$ cat config.mk
export PLATFORM = sky130hd
export DESIGN_NAME = piso_serializer
export DESIGN_NICKNAME = d
export VERILOG_FILES = /design/src/rtl/piso_serializer_pkg.sv /design/src/rtl/piso_serializer_counter.sv /design/src/rtl/piso_serializer.sv
export SDC_FILE = /design/constraint.sdc
export NUM_CORES = 1
export LEC_CHECK = 0
export CAP_MARGIN = 40
export CORE_AREA = 2 2 39 41
export DETAILED_ROUTE_END_ITERATION = 10
export DIE_AREA = 0 0 41 43
export PLACE_DENSITY = 0.64
export SYNTH_ARGS = -nofsm -noshare
export SYNTH_HDL_FRONTEND = slang
export SYNTH_SLANG_ARGS = --single-unit
$ cat constraint.sdc
create_clock -name clk -period 1.9 [get_ports clk]
set_input_delay 0.57 -clock clk [delete_from_list [all_inputs] [get_ports clk]]
set_output_delay 0.57 -clock clk [all_outputs]
set_load 0.01 [all_outputs]
$ cat src/rtl/piso_serializer_pkg.sv
// Shared definitions for the PISO serializer.
// Optional feature: PARITY_EN appends an even-parity bit to each frame.
package piso_serializer_pkg;

    // Default word width, shared with the downstream sipo_reg
    localparam int WIDTH_DEF = 4;

`ifdef PARITY_EN
    typedef enum logic [1:0] {
        ST_IDLE  = 2'd0,
        ST_SHIFT = 2'd1,
        ST_PAR   = 2'd2
    } state_t;
`else
    typedef enum logic [1:0] {
        ST_IDLE  = 2'd0,
        ST_SHIFT = 2'd1
    } state_t;
`endif

endpackage

$ cat src/rtl/piso_serializer_counter.sv
// Loadable down-counter with terminal-count flag.
// Tracks the data bits still to be sent after the current one.
module shift_bit_counter #(
    parameter int CW = 2
) (
    input  logic          clk,
    input  logic          clear,
    input  logic          load,
    input  logic          en,
    input  logic [CW-1:0] load_val,
    output logic [CW-1:0] cnt,
    output logic          tc
);

    always_ff @(posedge clk or posedge clear) begin
        if (clear) begin
            cnt <= '0;
        end else if (load) begin
            cnt <= load_val;
        end else if (en) begin
            cnt <= cnt - CW'(1);
        end
    end

    assign tc = (cnt == '0);

endmodule

$ cat src/rtl/piso_serializer.sv
// Parallel-in/serial-out serializer with valid/ready input.
// Define PARITY_EN to append an even-parity bit to every frame.
module piso_serializer
    import piso_serializer_pkg::*;
#(
    parameter int WIDTH     = WIDTH_DEF,
    parameter bit MSB_FIRST = 1'b1
) (
    input  logic             clk,
    input  logic             clear,
    input  logic [WIDTH-1:0] din,
    input  logic             din_valid,
    output logic             din_ready,
    output logic             so,
    output logic             so_valid,
    output logic             frame_done
);

    localparam int CW = $clog2(WIDTH);

    state_t           state, state_n;
    logic [WIDTH-1:0] sreg, sreg_n;
    logic             so_n, so_valid_n;
    logic             frame_done_n, din_ready_n;
    logic             take, dec;
    logic             first_bit, head_bit, last_next;
    logic [WIDTH-1:0] din_rest, sreg_rest;
    logic [CW-1:0]    cnt;
    logic             tc;
`ifdef PARITY_EN
    logic             par, par_n;
`endif

    assign take      = din_ready & din_valid;
    assign first_bit = MSB_FIRST ? din[WIDTH-1] : din[0];
    assign head_bit  = MSB_FIRST ? sreg[WIDTH-1] : sreg[0];
    assign din_rest  = MSB_FIRST ? (din << 1) : (din >> 1);
    assign sreg_rest = MSB_FIRST ? (sreg << 1) : (sreg >> 1);
    assign last_next = (cnt == CW'(1));
    assign dec       = (state == ST_SHIFT) & ~tc & ~take;

    shift_bit_counter #(.CW(CW)) u_cnt (
        .clk      (clk),
        .clear    (clear),
        .load     (take),
        .en       (dec),
        .load_val (CW'(WIDTH - 1)),
        .cnt      (cnt),
        .tc       (tc)
    );

    always_comb begin
        state_n      = state;
        sreg_n       = sreg;
        so_n         = 1'b0;
        so_valid_n   = 1'b0;
        frame_done_n = 1'b0;
        din_ready_n  = 1'b0;
`ifdef PARITY_EN
        par_n        = par;
`endif
        if (take) begin
            // Ready is only high in IDLE or on a final bit, so a
            // handshake always starts a fresh frame next cycle.
            state_n    = ST_SHIFT;
            sreg_n     = din_rest;
            so_n       = first_bit;
            so_valid_n = 1'b1;
`ifdef PARITY_EN
            par_n      = ^din;
`endif
        end else begin
            unique case (state)
                ST_IDLE: begin
                    din_ready_n = 1'b1;
                end
                ST_SHIFT: begin
                    if (!tc) begin
                        sreg_n     = sreg_rest;
                        so_n       = head_bit;
                        so_valid_n = 1'b1;
`ifndef PARITY_EN
                        frame_done_n = last_next;
                        din_ready_n  = last_next;
`endif
                    end else begin
`ifdef PARITY_EN
                        state_n      = ST_PAR;
                        so_n         = par;
                        so_valid_n   = 1'b1;
                        frame_done_n = 1'b1;
                        din_ready_n  = 1'b1;
`else
                        state_n     = ST_IDLE;
                        din_ready_n = 1'b1;
`endif
                    end
                end
`ifdef PARITY_EN
                ST_PAR: begin
                    state_n     = ST_IDLE;
                    din_ready_n = 1'b1;
                end
`endif
                default: begin
                    state_n = ST_IDLE;
                end
            endcase
        end
    end

    always_ff @(posedge clk or posedge clear) begin
        if (clear) begin
            state      <= ST_IDLE;
            sreg       <= '0;
            so         <= 1'b0;
            so_valid   <= 1'b0;
            frame_done <= 1'b0;
            din_ready  <= 1'b0;
`ifdef PARITY_EN
            par        <= 1'b0;
`endif
        end else begin
            state      <= state_n;
            sreg       <= sreg_n;
            so         <= so_n;
            so_valid   <= so_valid_n;
            frame_done <= frame_done_n;
            din_ready  <= din_ready_n;
`ifdef PARITY_EN
            par        <= par_n;
`endif
        end
    end

endmodule
# After elaboration in Yosys (flattened, before gate mapping)
# Index checks and enable logic that the tools add are counted.
# word_totals
regBits	12
inputBits	7
# classes
addsub	1
eq_ne	5
mux	20
bitwise	5
reduce_logical	6
# op_table
cell	count
two-way mux 4 bit	3
two-way mux 1 bit	11
two-way mux 2 bit	4
equality test 2 x 1 -> 1 bit (second input constant)	2
zero test 2 bit	2
inequality test 2 bit (second input constant)	2
case mux 2 bit (2 select lines)	1
AND reduction 2 bit	2
nonzero test 2 bit	2
AND 1 bit	3
inequality test 3 bit (second input constant)	1
inverter 1 bit	2
case mux 1 bit (2 select lines)	1
subtractor 2 x 1 -> 2 bit (second input constant)	1

# Depth between registers and ports, before layout
# depth
word_depth	6
ltp_mapped	6

# Cells and area by module
# Synthesis repeated with hierarchy kept, for this count alone.
# hier_totals
cells_unflattened	44
hier_area_um2	462.9
# modules_own_cells
mod	instances	cells_per_inst	area_per_inst_um2	seq_area_each_um2
piso_serializer	1	31	345.3	200.2
shift_bit_counter	1	13	117.6	50.0

# Worst setup path after synthesis
# Ideal clock, no wire load.
# synth_timing
kind	reg-to-reg
from	register u_cnt.cnt[0]
to	register sreg[2]
t_arrival_ns	1.059
required_ns	1.774
setup_slack_ns	0.716
stages_incl_launch_ff	7
path_cell_list	dfrtp_1 inv_1 ha_1 nand2b_4 buf_12 mux2i_1 a21oi_1
# synth_between
elab_chain_len	3
# synth_rtl
element	line_no	rtl
start, declared	piso_serializer_counter.sv:11	output logic [CW-1:0] cnt,
start signal, assigned	piso_serializer_counter.sv:19	cnt <= load_val;
start signal, assigned	piso_serializer_counter.sv:21	cnt <= cnt - CW'(1);
zero test 2 bit	piso_serializer_counter.sv:25	assign tc = (cnt == '0);
inequality test 2 bit (no line)	n/a	
AND reduction 2 bit (no line)	n/a	
end signal, assigned	piso_serializer.sv:125	sreg <= sreg_n;
end, declared	piso_serializer.sv:22	logic [WIDTH-1:0] sreg, sreg_n;
# No other way between the ends.
# A chain may end at the register's enable or synchronous reset.

# Worst setup path after layout
# layout_timing
from	register din_ready
to	output din_ready
# layout_lines
element	line_no	rtl
start, declared	piso_serializer.sv:13	output logic din_ready,
start signal, assigned	piso_serializer.sv:129	din_ready <= din_ready_n;
# No word-level cell between the ends.

==> flow_metrics.tcl <==
set metrics [dict create \
    critical_path.cell_chain "clkdlybuf4s50_1" \
    worst_pin_slew_ns 0.370 \
    fin_crit_sh_pct 93.9 \
    p_int_uw 595 \
    cts_buffer_depth 2 \
    critical_path.endpoint_type "primary output" \
    initial_antenna_violation_count 0 \
    tritoncts "yes" \
    status "finished, final reports clean" \
    ctsHoldBuffers 0 \
    cts_buffers 3 \
    clkLatencyLatePin_ns 0.25 \
    fraction_of_registers_with_async_set_reset_pct 100 \
    kind_of_start_point_of_the_critical_path "register" \
    ys_warn_count 0 \
    finalCriticalPeriod_ns 1.78 \
    cts_root_buffer "sky130_fd_sc_hd__clkbuf_4" \
    synth_top_cells_by_area "sky130_fd_sc_hd__dfrtp_1 (55%), sky130_fd_sc_hd__ha_1 (8.3%), sky130_fd_sc_hd__nand2_1 (5.0%)" \
    p_per_area_nw_per_um2 1570 \
    unrepaired_setup_endpoints_after_global_routing "false" \
    crit_slowest_cell "sky130_fd_sc_hd__clkdlybuf4s50_1" \
    place_area_um2 548 \
    placeableCoreArea_um2 1380 \
    route.final.wire_length_um 712 \
    drt_iter0_drc 3 \
    detail_route.wl_per_cell_um 10.8 \
    overflow 0 \
    die_h_um 43 \
    detail_route.vias_per_cell 4.50 \
    crit_buf_inv 1 \
    port_buffer_count 10 \
    fraction_of_layout_cells_with_a_size_suffix_above_1_pct 8.00 \
    synth_fp_nets 49 \
    grt_start_max_net_pins 12 \
    worst_path_dominant_cell_family "buffers and inverters" \
    first_global_vias 267 \
    sequential_cell_area_um2 250 \
    die-width_um 41 \
    yosysUniqueCellTypes 16 \
    num_io_pins 11 \
    hold_violation_count_in_the_final_report 0 \
    share_of_total_power_consumed_by_net_switching_pct 33.6 \
    dieArea_um2 1760 \
    max-slew-margin-rel_pct 75.3 \
    setup.worst_path.class "reg -> out" \
    setup-tns-final_ns 0 \
    globalRouteTotalUtil_pct 9.46 \
    start_util_pct 32.7 \
    gp_routability_congestion 0.692 \
    critical_path.max_fanout 5 \
    multi_input_comb_area_um2 166 \
    place.detailed.hpwl_um 541 \
    dr.pass1.iters 4 \
    setup_viols_final 0 \
    max-cap-violations 0 \
    final.fill_count 145 \
    clk_transition_reported_paths_ns 0.06 \
    antenna_fix_cells 0 \
    synth-seq-cells 10 \
    postSynthAreaPerCell_um2 11.6 \
    synth_seq_area_share_pct 55.2 \
    timing.clock.skew_ns 0.000361 \
    p_clk_share_pct 14.7 \
    vias 297 \
    seq_power_share_pct 41.9 \
    synth_edf_count 0 \
    clock_sink_count 10 \
    dominantRegCellSynth "sky130_fd_sc_hd__dfrtp_1" \
    placement_rows 14 \
    min_delay_path_class "reg -> reg" \
    slowest_delay_ns 0.56 \
    detail_route.drc_violations 0 \
    layout-area-overhead-vs-synth_pct 26.0 \
    cp.arrival_ns 1.21 \
    netlist.area_leader.share_pct 55.2 \
    layout.cell_area.non_filler_um2 571 \
    netlist.top_cell.by_area "sky130_fd_sc_hd__dfrtp_1" \
    power.switching_uw 301 \
    cts_post_setup_buffers_inserted 0 \
    grt_first_pass_wirelength_mm 1.06 \
    timing_max_transition_violations_final 0 \
    antenna_left 0 \
    post_cts.resized_instances 0 \
    synth.cell_area_um2 453 \
    num-nets-final 62 \
    ctsHtreeMaxLevel 1 \
    max-vdd-ir-drop_v 0.000630 \
    critPathRequiredTime_ns 1.33 \
    static-leakage-power_uw 0.000274 \
    instance_count_of_the_mapped_netlist 39 \
    max_clock_freq_mhz 560 \
    timing.hold.ws_ns 0.504 \
    combinationalPowerShare_pct 43.4 \
]
-- worst paths after layout --
check | from | end | slack [ns] | cells past startpoint
worst max-delay path | din_ready | din_ready | 0.12 | 1
worst min-delay path | sreg[3] | so | 0.50 | 1
worst max register to register | u_cnt.cnt[0] | sreg[2] | 0.65 | 5
worst min register to register | sreg[3] | so | 0.50 | 1
max in group asynchronous | clear | sreg[3] | 1.04 | 2
min in group asynchronous | clear | so | 0.59 | 2
-- layer usage --
metal | vias to the layer above | part of all wire, % | GRT usage [%]
li1 | 150 | - | -
met1 | 134 | 45 | 11.4
met2 | 11 | 45 | 11.9
met3 | 2 | 7.4 | 6.28
met4 | 0 | 2.0 | 6.00
met5 | - | 0 | 0
-- power groups by stage --
stage	Clock [uW]	Combinational [uW]	Sequential, uW
final	132	389	376
after global routing	145	446	385
after CTS	140	399	376
after detailed placement	0	397	380
after floorplan	0	310	388
after global placement	0	389	374
-- area by class of cell --
class | count | area share, %
multi-input combinational | 24 | 29.2
sequential | 10 | 43.9
inverter | 3 | 1.97
timing repair buffer | 10 | 17.5
tap | 16 | 3.51
clock buffer | 3 | 3.95
-- synth_stat cells (all sizes together) (2+ instances only) --
master,n
mux2i,2
dfrtp,10
buf,2
nand3,2
a21oi,3
ha,3
inv,3
nand2,6
nor2,2
-- sequential cells by signal (all words and copies together) (netlist names) --
| signal | count |
|---|---|
| din_ready | 1 |
| so_valid | 1 |
| u_cnt.cnt | 2 |
| state | 1 |
| so | 1 |
| frame_done | 1 |
| sreg | 3 |
-- metrics by stage --
step	setup slack [ns]	util [%]	total power, uW	cells
floorplan	0.716	-	699	39
global placement	0.224	39.6	763	63
detailed placement	0.197	39.6	777	63
CTS	0.104	41.2	914	66
global route	0.0739	41.2	975	66
finish	0.116	41.2	896	66
-- kinds of logic (layout without fill, tap and decap cells) --
group / count (synthesis) / count (layout) / share of synthesized area (%)
buffers and inverters: 5 / 16 / 8.01
xor gates and xnor gates: 1 / 1 / 1.93
and+or+nand+nor: 12 / 12 / 13.3
DFF: 10 / 10 / 55.2
adders and majority gates: 3 / 3 / 8.29
muxes: 2 / 2 / 4.42
AOI/OAI and AO/OA: 6 / 6 / 8.84
-- cells in the final DEF (no fill, tap or decap) --
cell                              instances
sky130_fd_sc_hd__o211ai_1                 1
sky130_fd_sc_hd__nand3_1                  2
sky130_fd_sc_hd__inv_1                    3
sky130_fd_sc_hd__nor2_1                   2
sky130_fd_sc_hd__a32o_1                   1
sky130_fd_sc_hd__ha_1                     3
sky130_fd_sc_hd__mux2i_1                  2
sky130_fd_sc_hd__nand2_1                  6
sky130_fd_sc_hd__xnor2_1                  1
sky130_fd_sc_hd__nand2b_4                 1
sky130_fd_sc_hd__clkdlybuf4s50_1         10
sky130_fd_sc_hd__dfrtp_1                 10
sky130_fd_sc_hd__a21oi_1                  3
sky130_fd_sc_hd__and3_1                   1
sky130_fd_sc_hd__o21a_1                   1
sky130_fd_sc_hd__clkbuf_4                 3
(Power assumes the default switching activity.)
